`config.mk`:
```
export PLATFORM = sky130hd
export DESIGN_NAME = cg_ctrl_flat
export DESIGN_NICKNAME = d
export VERILOG_FILES = /design/src/rtl/cg_ctrl_pkg.sv /design/src/rtl/cg_ctrl_if.sv /design/src/rtl/cg_chan_fsm.sv /design/src/rtl/v_cg.sv /design/src/rtl/cg_ctrl.sv /design/src/flat_wrapper.sv
export SDC_FILE = /design/constraint.sdc
export NUM_CORES = 1
export LEC_CHECK = 0
export BUFFER_PORTS_ARGS = -buffer_cell sky130_fd_sc_hd__buf_4
export CAP_MARGIN = 20
export CORE_MARGIN = 2
export CORE_UTILIZATION = 52
export CTS_BUF_LIST = sky130_fd_sc_hd__clkbuf_8
export CTS_CLUSTER_DIAMETER = 80
export DETAILED_ROUTE_END_ITERATION = 10
export GPL_TIMING_DRIVEN = 0
export PLACE_DENSITY = 0.8
export SKIP_CTS_REPAIR_TIMING = 1
export SYNTH_ARGS = -nofsm -noshare
export SYNTH_HDL_FRONTEND = slang
export SYNTH_SLANG_ARGS = --single-unit
```
`constraint.sdc`:
```
create_clock -name clk -period 2.1 [get_ports clk]
set_clock_uncertainty 0.05 [all_clocks]
set_input_delay 0.42 -clock clk [delete_from_list [all_inputs] [get_ports clk]]
set_output_delay 0.42 -clock clk [all_outputs]
set_load 0.05 [all_outputs]
```
`src/rtl/cg_ctrl_pkg.sv`:
```
// cg_ctrl_pkg: shared types and constants for the clock-gating controller.
//   cg_state_e  - per-channel FSM state (OFF, WAKE, ON, IDLE)
//   WAKE_CNT_W  - width of the wake-up delay counter
//   STAT_W      - width of each per-channel wake-event counter
package cg_ctrl_pkg;

  typedef enum logic [1:0] {
    OFF  = 2'd0,
    WAKE = 2'd1,
    ON   = 2'd2,
    IDLE = 2'd3
  } cg_state_e;

  localparam int WAKE_CNT_W = 3;
  localparam int STAT_W     = 16;

endpackage

```
`src/rtl/cg_ctrl_if.sv`:
```
// cg_ctrl_if: request/status bundle between the DMA channels and cg_ctrl.
//   ch_req   - per-channel clock request (level)
//   ch_busy  - per-channel activity, keeps the clock alive like ch_req
//   idle_thr - shared idle timeout, sampled on IDLE entry
//   ch_ack   - clock running and stable
//   ch_gated - channel is in OFF
// modport master: the channel side; modport slave: the controller.
interface cg_ctrl_if #(
  parameter int N_CH   = 4,
  parameter int IDLE_W = 8
);
  logic [N_CH-1:0]   ch_req;
  logic [N_CH-1:0]   ch_busy;
  logic [IDLE_W-1:0] idle_thr;
  logic [N_CH-1:0]   ch_ack;
  logic [N_CH-1:0]   ch_gated;

  modport master (output ch_req, ch_busy, idle_thr, input ch_ack, ch_gated);
  modport slave  (input ch_req, ch_busy, idle_thr, output ch_ack, ch_gated);
endinterface

```
`src/rtl/cg_chan_fsm.sv`:
```
// cg_chan_fsm: one channel's gating FSM, wake/idle counters and optional
// wake-event statistics.
//   clk, rst_n - clock, synchronous active-low reset
//   act        - ch_req | ch_busy for this channel
//   idle_thr   - idle timeout, captured on IDLE entry
//   en         - registered gate enable
//   ack        - registered clock-stable flag
//   gated      - registered "in OFF" flag
//   wake_cnt   - saturating OFF->WAKE counter (tied to 0 unless
//                CG_CTRL_STATS_EN is defined)
module cg_chan_fsm
  import cg_ctrl_pkg::*;
#(
  parameter int IDLE_W   = 8,
  parameter int WAKE_CYC = 2
) (
  input  logic              clk,
  input  logic              rst_n,
  input  logic              act,
  input  logic [IDLE_W-1:0] idle_thr,
  output logic              en,
  output logic              ack,
  output logic              gated,
  output logic [STAT_W-1:0] wake_cnt
);
  cg_state_e             state;
  logic [WAKE_CNT_W-1:0] wcnt;
  logic [IDLE_W-1:0]     icnt;

  always_ff @(posedge clk) begin
    if (!rst_n) begin
      state <= OFF;
      en    <= 1'b0;
      ack   <= 1'b0;
      gated <= 1'b1;
      wcnt  <= '0;
      icnt  <= '0;
    end else begin
      case (state)
        OFF: if (act) begin
          state <= WAKE;
          en    <= 1'b1;
          gated <= 1'b0;
          wcnt  <= WAKE_CNT_W'(WAKE_CYC - 1);
        end
        // act dropping here is ignored: the wake always completes to ON
        WAKE: if (wcnt == '0) begin
          state <= ON;
          ack   <= 1'b1;
        end else begin
          wcnt <= wcnt - 1'b1;
        end
        ON: if (!act) begin
          if (idle_thr == '0) begin
            state <= OFF;
            en    <= 1'b0;
            ack   <= 1'b0;
            gated <= 1'b1;
          end else begin
            state <= IDLE;
            icnt  <= idle_thr;
          end
        end
        // activity wins over expiry in the same cycle
        IDLE: if (act) begin
          state <= ON;
        end else if (icnt == '0) begin
          state <= OFF;
          en    <= 1'b0;
          ack   <= 1'b0;
          gated <= 1'b1;
        end else begin
          icnt <= icnt - 1'b1;
        end
        default: state <= OFF;
      endcase
    end
  end

`ifdef CG_CTRL_STATS_EN
  always_ff @(posedge clk) begin
    if (!rst_n)
      wake_cnt <= '0;
    else if (state == OFF && act && wake_cnt != '1)
      wake_cnt <= wake_cnt + STAT_W'(1);
  end
`else
  assign wake_cnt = '0;
`endif
endmodule

```
`src/rtl/v_cg.sv`:
```
// v_cg: latch-based clock gate cell.
//   clk       - free-running clock
//   clk_en    - registered enable (changes only after rising edges)
//   test_mode - forces the gate transparent
//   clk_out   - gated clock
// The enable is captured while clk is low and held through the high phase,
// so a high pulse is either fully passed or fully suppressed.
module v_cg (
  input  logic clk,
  input  logic clk_en,
  input  logic test_mode,
  output logic clk_out
);
  logic en_l;

  always_latch begin
    if (!clk) en_l <= clk_en | test_mode;
  end

  assign clk_out = clk & en_l;
endmodule

```
`src/rtl/cg_ctrl.sv`:
```
// cg_ctrl: multi-channel automatic clock-gating controller.
//   clk, rst_n - clock, synchronous active-low reset
//   test_mode  - forces all gates transparent (FSMs unaffected)
//   bus        - cg_ctrl_if.slave: ch_req, ch_busy, idle_thr in; ch_ack,
//                ch_gated out
//   clk_out    - per-channel gated clocks
//   wake_cnt   - per-channel wake-event counters
// Optional feature macro: CG_CTRL_STATS_EN (enables wake_cnt counting;
// otherwise wake_cnt reads 0, port list unchanged).
module cg_ctrl
  import cg_ctrl_pkg::*;
#(
  parameter int N_CH     = 4,
  parameter int IDLE_W   = 8,
  parameter int WAKE_CYC = 2
) (
  input  logic                         clk,
  input  logic                         rst_n,
  input  logic                         test_mode,
  cg_ctrl_if.slave                     bus,
  output logic [N_CH-1:0]              clk_out,
  output logic [N_CH-1:0][STAT_W-1:0]  wake_cnt
);
  logic [N_CH-1:0] en;
  logic [N_CH-1:0] ack;
  logic [N_CH-1:0] gated;

  for (genvar i = 0; i < N_CH; i++) begin : g_ch
    cg_chan_fsm #(
      .IDLE_W  (IDLE_W),
      .WAKE_CYC(WAKE_CYC)
    ) u_fsm (
      .clk     (clk),
      .rst_n   (rst_n),
      .act     (bus.ch_req[i] | bus.ch_busy[i]),
      .idle_thr(bus.idle_thr),
      .en      (en[i]),
      .ack     (ack[i]),
      .gated   (gated[i]),
      .wake_cnt(wake_cnt[i])
    );

    v_cg u_cg (
      .clk      (clk),
      .clk_en   (en[i]),
      .test_mode(test_mode),
      .clk_out  (clk_out[i])
    );
  end

  assign bus.ch_ack   = ack;
  assign bus.ch_gated = gated;
endmodule

```
`src/flat_wrapper.sv`:
```
// flat-port wrapper written by rule: the top's interface ports become plain ports
module cg_ctrl_flat import cg_ctrl_pkg::*;
#(
  parameter int N_CH     = 4,
  parameter int IDLE_W   = 8,
  parameter int WAKE_CYC = 2
)
  (clk, rst_n, test_mode, clk_out, wake_cnt, bus_ch_req, bus_ch_busy, bus_idle_thr, bus_ch_ack, bus_ch_gated);
  cg_ctrl_if #(.N_CH(N_CH), .IDLE_W(IDLE_W)) bus_i ();
  input  logic clk;
  input  logic rst_n;
  input  logic test_mode;
  output logic [N_CH-1:0] clk_out;
  output logic [N_CH-1:0][STAT_W-1:0] wake_cnt;
  input wire logic [$bits(bus_i.ch_req)-1:0] bus_ch_req;
  input wire logic [$bits(bus_i.ch_busy)-1:0] bus_ch_busy;
  input wire logic [$bits(bus_i.idle_thr)-1:0] bus_idle_thr;
  output wire logic [$bits(bus_i.ch_ack)-1:0] bus_ch_ack;
  output wire logic [$bits(bus_i.ch_gated)-1:0] bus_ch_gated;
  assign bus_i.ch_req = bus_ch_req;
  assign bus_i.ch_busy = bus_ch_busy;
  assign bus_i.idle_thr = bus_idle_thr;
  assign bus_ch_ack = bus_i.ch_ack;
  assign bus_ch_gated = bus_i.ch_gated;
  cg_ctrl #(.N_CH(N_CH), .IDLE_W(IDLE_W), .WAKE_CYC(WAKE_CYC)) u_core (.clk(clk), .rst_n(rst_n), .test_mode(test_mode), .bus(bus_i), .clk_out(clk_out), .wake_cnt(wake_cnt));
endmodule
```
==> qor.yml <==
status: "finished, violations left"
failed_checks: "setup timing"
hold-path-cell-count: 3
finalNonFillerCells: 813
sw_frac_of_total_pct: 40.2
cp-start-kind: "latch"
synthCells: 597
clk_pin_slew_worst_paths_ns: 0.07
floorplan.die_area_mm2: 0.00976
place_ws_ns: -0.286
synth_edf_count: 0
total_leakage_power_nw: 2.36
synthMuxAreaShare_pct: 0.428
insertion_delay_ns: 0.47
ant_nets: 0
worst_slew_pin_slew_ns: 0.875
portBuffers: 29
setup_ws_ns: -0.556
grt_pass1_vias: 4128
critPathArrivalTime_ns: 2.19
die_y_um: 98.8
grt_max_degree: 12
nets: 735
via_per_inst: 5.74
ys_async_sr_fraction_pct: 0
finalHoldViolCount: 0
die_width_um: 98.8
hp-class: "in -> reg"
cap_viol_max_count: 0
r2r-end: "u_core.g_ch[3].u_fsm.icnt[4]"
worstReg2RegStart: "u_core.g_ch[3].u_fsm.state[1]"
vias: 4665
grt_remaining_overflow: 0
pwr-share-seq_pct: 32.4
rsz0062_at_grt: "yes"
path_max_fanout: 1
firstDrtPassIters: 6
fin_hold_ws_ns: 0.173
cp.required_ns: 1.63
ys_ff_latch: 68
grt_usage_pct: 25.9
synth-compound-area-share_pct: 24.1
gp_congestion: 0.905
slew_headroom_pct: 41.2
internal_power_mw: 2.74
routedWlPerCell_um: 15.9
initial_core_util_pct: 53.6
nFillCells: 782
synth_top_family_by_area: "compound AO/OA/AOI/OAI gates"
crit_type: "latch -> out"
synthXorXnorAreaFrac_pct: 1.31
place_inst: 798
synth.most_common_cell: "buf_4"
r2r_cells: 6
synth_top_area_share_pct: 27.4
num_io_pins: 95
synth_common_cells: "buf_4, dfxtp_1, a21oi_1"
slew_violations: 0
rrSetupSlack_ns: 0.05
dp_hpwl_um: 8710
switchingPower_mw: 1.84
synthAdderAreaFrac_pct: 4.28
power.share.clock_pct: 37.3
combPwrFrac_pct: 30.3
finalSetupTns_ns: -2.20
setup_viol: 8
synth_area_leaders: "dfxtp_1, buf_4, a21oi_1, ha_1, o32ai_1"
routed_wl_um: 13000
layout-drive-gt1-share_pct: 24.0
tritoncts: "built"
std_cell_rows: 34
end_kind: "output port"
worstHoldEndpoint: "u_core.g_ch[3].u_fsm.state[1]"
powerDensity_mw_per_mm2: 820
mappedNetlistArea_mm2: 0.00467
ir_worst_vdd_mv: 0.446
grt_pass1_wl_um: 20200
syn_area_per_cell_um2: 7.83
synthDistinctLibCells: 70
antenna_found_initial: 0
ys_warn_count: 0
drc: 0
hp-start: "bus_ch_busy[3]"
antenna_cells: 0
synth-main-ff-cell: "dfxtp_1"
synth_area_leader_cell: "dfxtp_1"
core_mm2: 0.00872
syn2layout_area_growth_pct: 19.4
drt_iter0_markers: 377
synthSimpleGateAreaFrac_pct: 23.5
==> final cells by class <==
type                       count  area (um2)  area share [%]
clock inverter                 5        21.3           0.381
clock buffer                  19         267            4.77
multi-input combinational    456        2820            50.5
sequential                    68        1350            24.1
timing repair buffer          29         215            3.86
inverter                      23        86.3            1.55
buffer                       105         692            12.4
tap                          108         135            2.42
==> worst max-delay path by stage <==
stage / start / to / slack (ns)
floorplan: u_core.g_ch[0].u_cg.en_l / clk_out[0] / -0.05
global placement: bus_idle_thr[5] / u_core.g_ch[1].u_fsm.icnt[0] / -0.28
detailed placement: bus_idle_thr[5] / u_core.g_ch[1].u_fsm.icnt[0] / -0.29
CTS: u_core.g_ch[0].u_cg.en_l / clk_out[0] / -0.70
global route: u_core.g_ch[0].u_cg.en_l / clk_out[0] / -0.59
finish: u_core.g_ch[2].u_cg.en_l / clk_out[2] / -0.56
==> power groups by stage <==
stage / sequential (mW) / clock, mW / combinational, mW
detailed placement: 1.49 / 0.446 / 1.35
global placement: 1.49 / 0.446 / 1.32
finish: 1.48 / 1.71 / 1.38
CTS: 1.46 / 1.69 / 1.37
floorplan: 1.47 / 0.374 / 1.11
global route: 1.50 / 1.80 / 1.50
==> cells in the final DEF (no fill, tap or decap), types with 4 or more instances in the layout <==
master and count:
nor3b_1 9, conb_1 64, nand4_1 4, a31oi_1 12, nand3_1 8, or3_1 4
and2_4 4, buf_8 4, nand2b_1 5, inv_1 26, nand2_1 47, dfxtp_1 62
buf_2 4, a22oi_1 5, o32ai_1 21, and2_1 5, and3_1 5, a32oi_1 5
clkbuf_8 15, a21oi_1 59, nor2b_1 8, nor3_1 35, clkbuf_1 25, nor2_1 33
buf_4 101, or2_2 7, o221a_2 4, ha_1 16, o21ai_0 19, xnor2_1 5
nor4_1 6
==> per-layer routing <==
metal	GRT usage (%)	share of wire [%]
met1	33.4	40
met2	40.5	49
met4	12.9	2.7
met5	0	0
met3	6.52	8.5
==> registers in the layout, summed over array words and instances, names as in the netlist <==
| register | count |
|---|---|
| u_core.g_ch.u_fsm.icnt | 32 |
| u_core.g_ch.u_fsm.wcnt | 12 |
| u_core.g_ch.u_fsm.state | 8 |
| u_core.g_ch.u_cg.en_l | 4 |
| u_core.g_ch.u_fsm.ack | 4 |
| u_core.g_ch.u_fsm.en | 4 |
| u_core.g_ch.u_fsm.gated | 4 |
==> critical path, cell delays in order, from the launching register on <==
cell and delay, ns:
dlxtn_1 0.40, and2_4 0.14, buf_8 0.13
==> per-stage QoR <==
step	util [%]	power [mW]	area [um2]
3_3_place_gp	60.7	3.26	5290
5_1_grt	64.0	4.79	5580
6_report	64.0	4.58	5580
4_1_cts	63.3	4.52	5520
2_1_floorplan	-	2.95	4940
3_5_place_dp	60.7	3.29	5300
==> cells by family (layout without fill, tap and decap cells) <==
group,count (synthesis),in the layout
simple gates,203,203
fa+ha+maj,16,16
compound gates,164,164
buf+inv,136,181
latches,4,4
mux,2,2
flops,64,64
xor+xnor,7,7
other cells,1,64
Power figures use the tool's default switching activity.
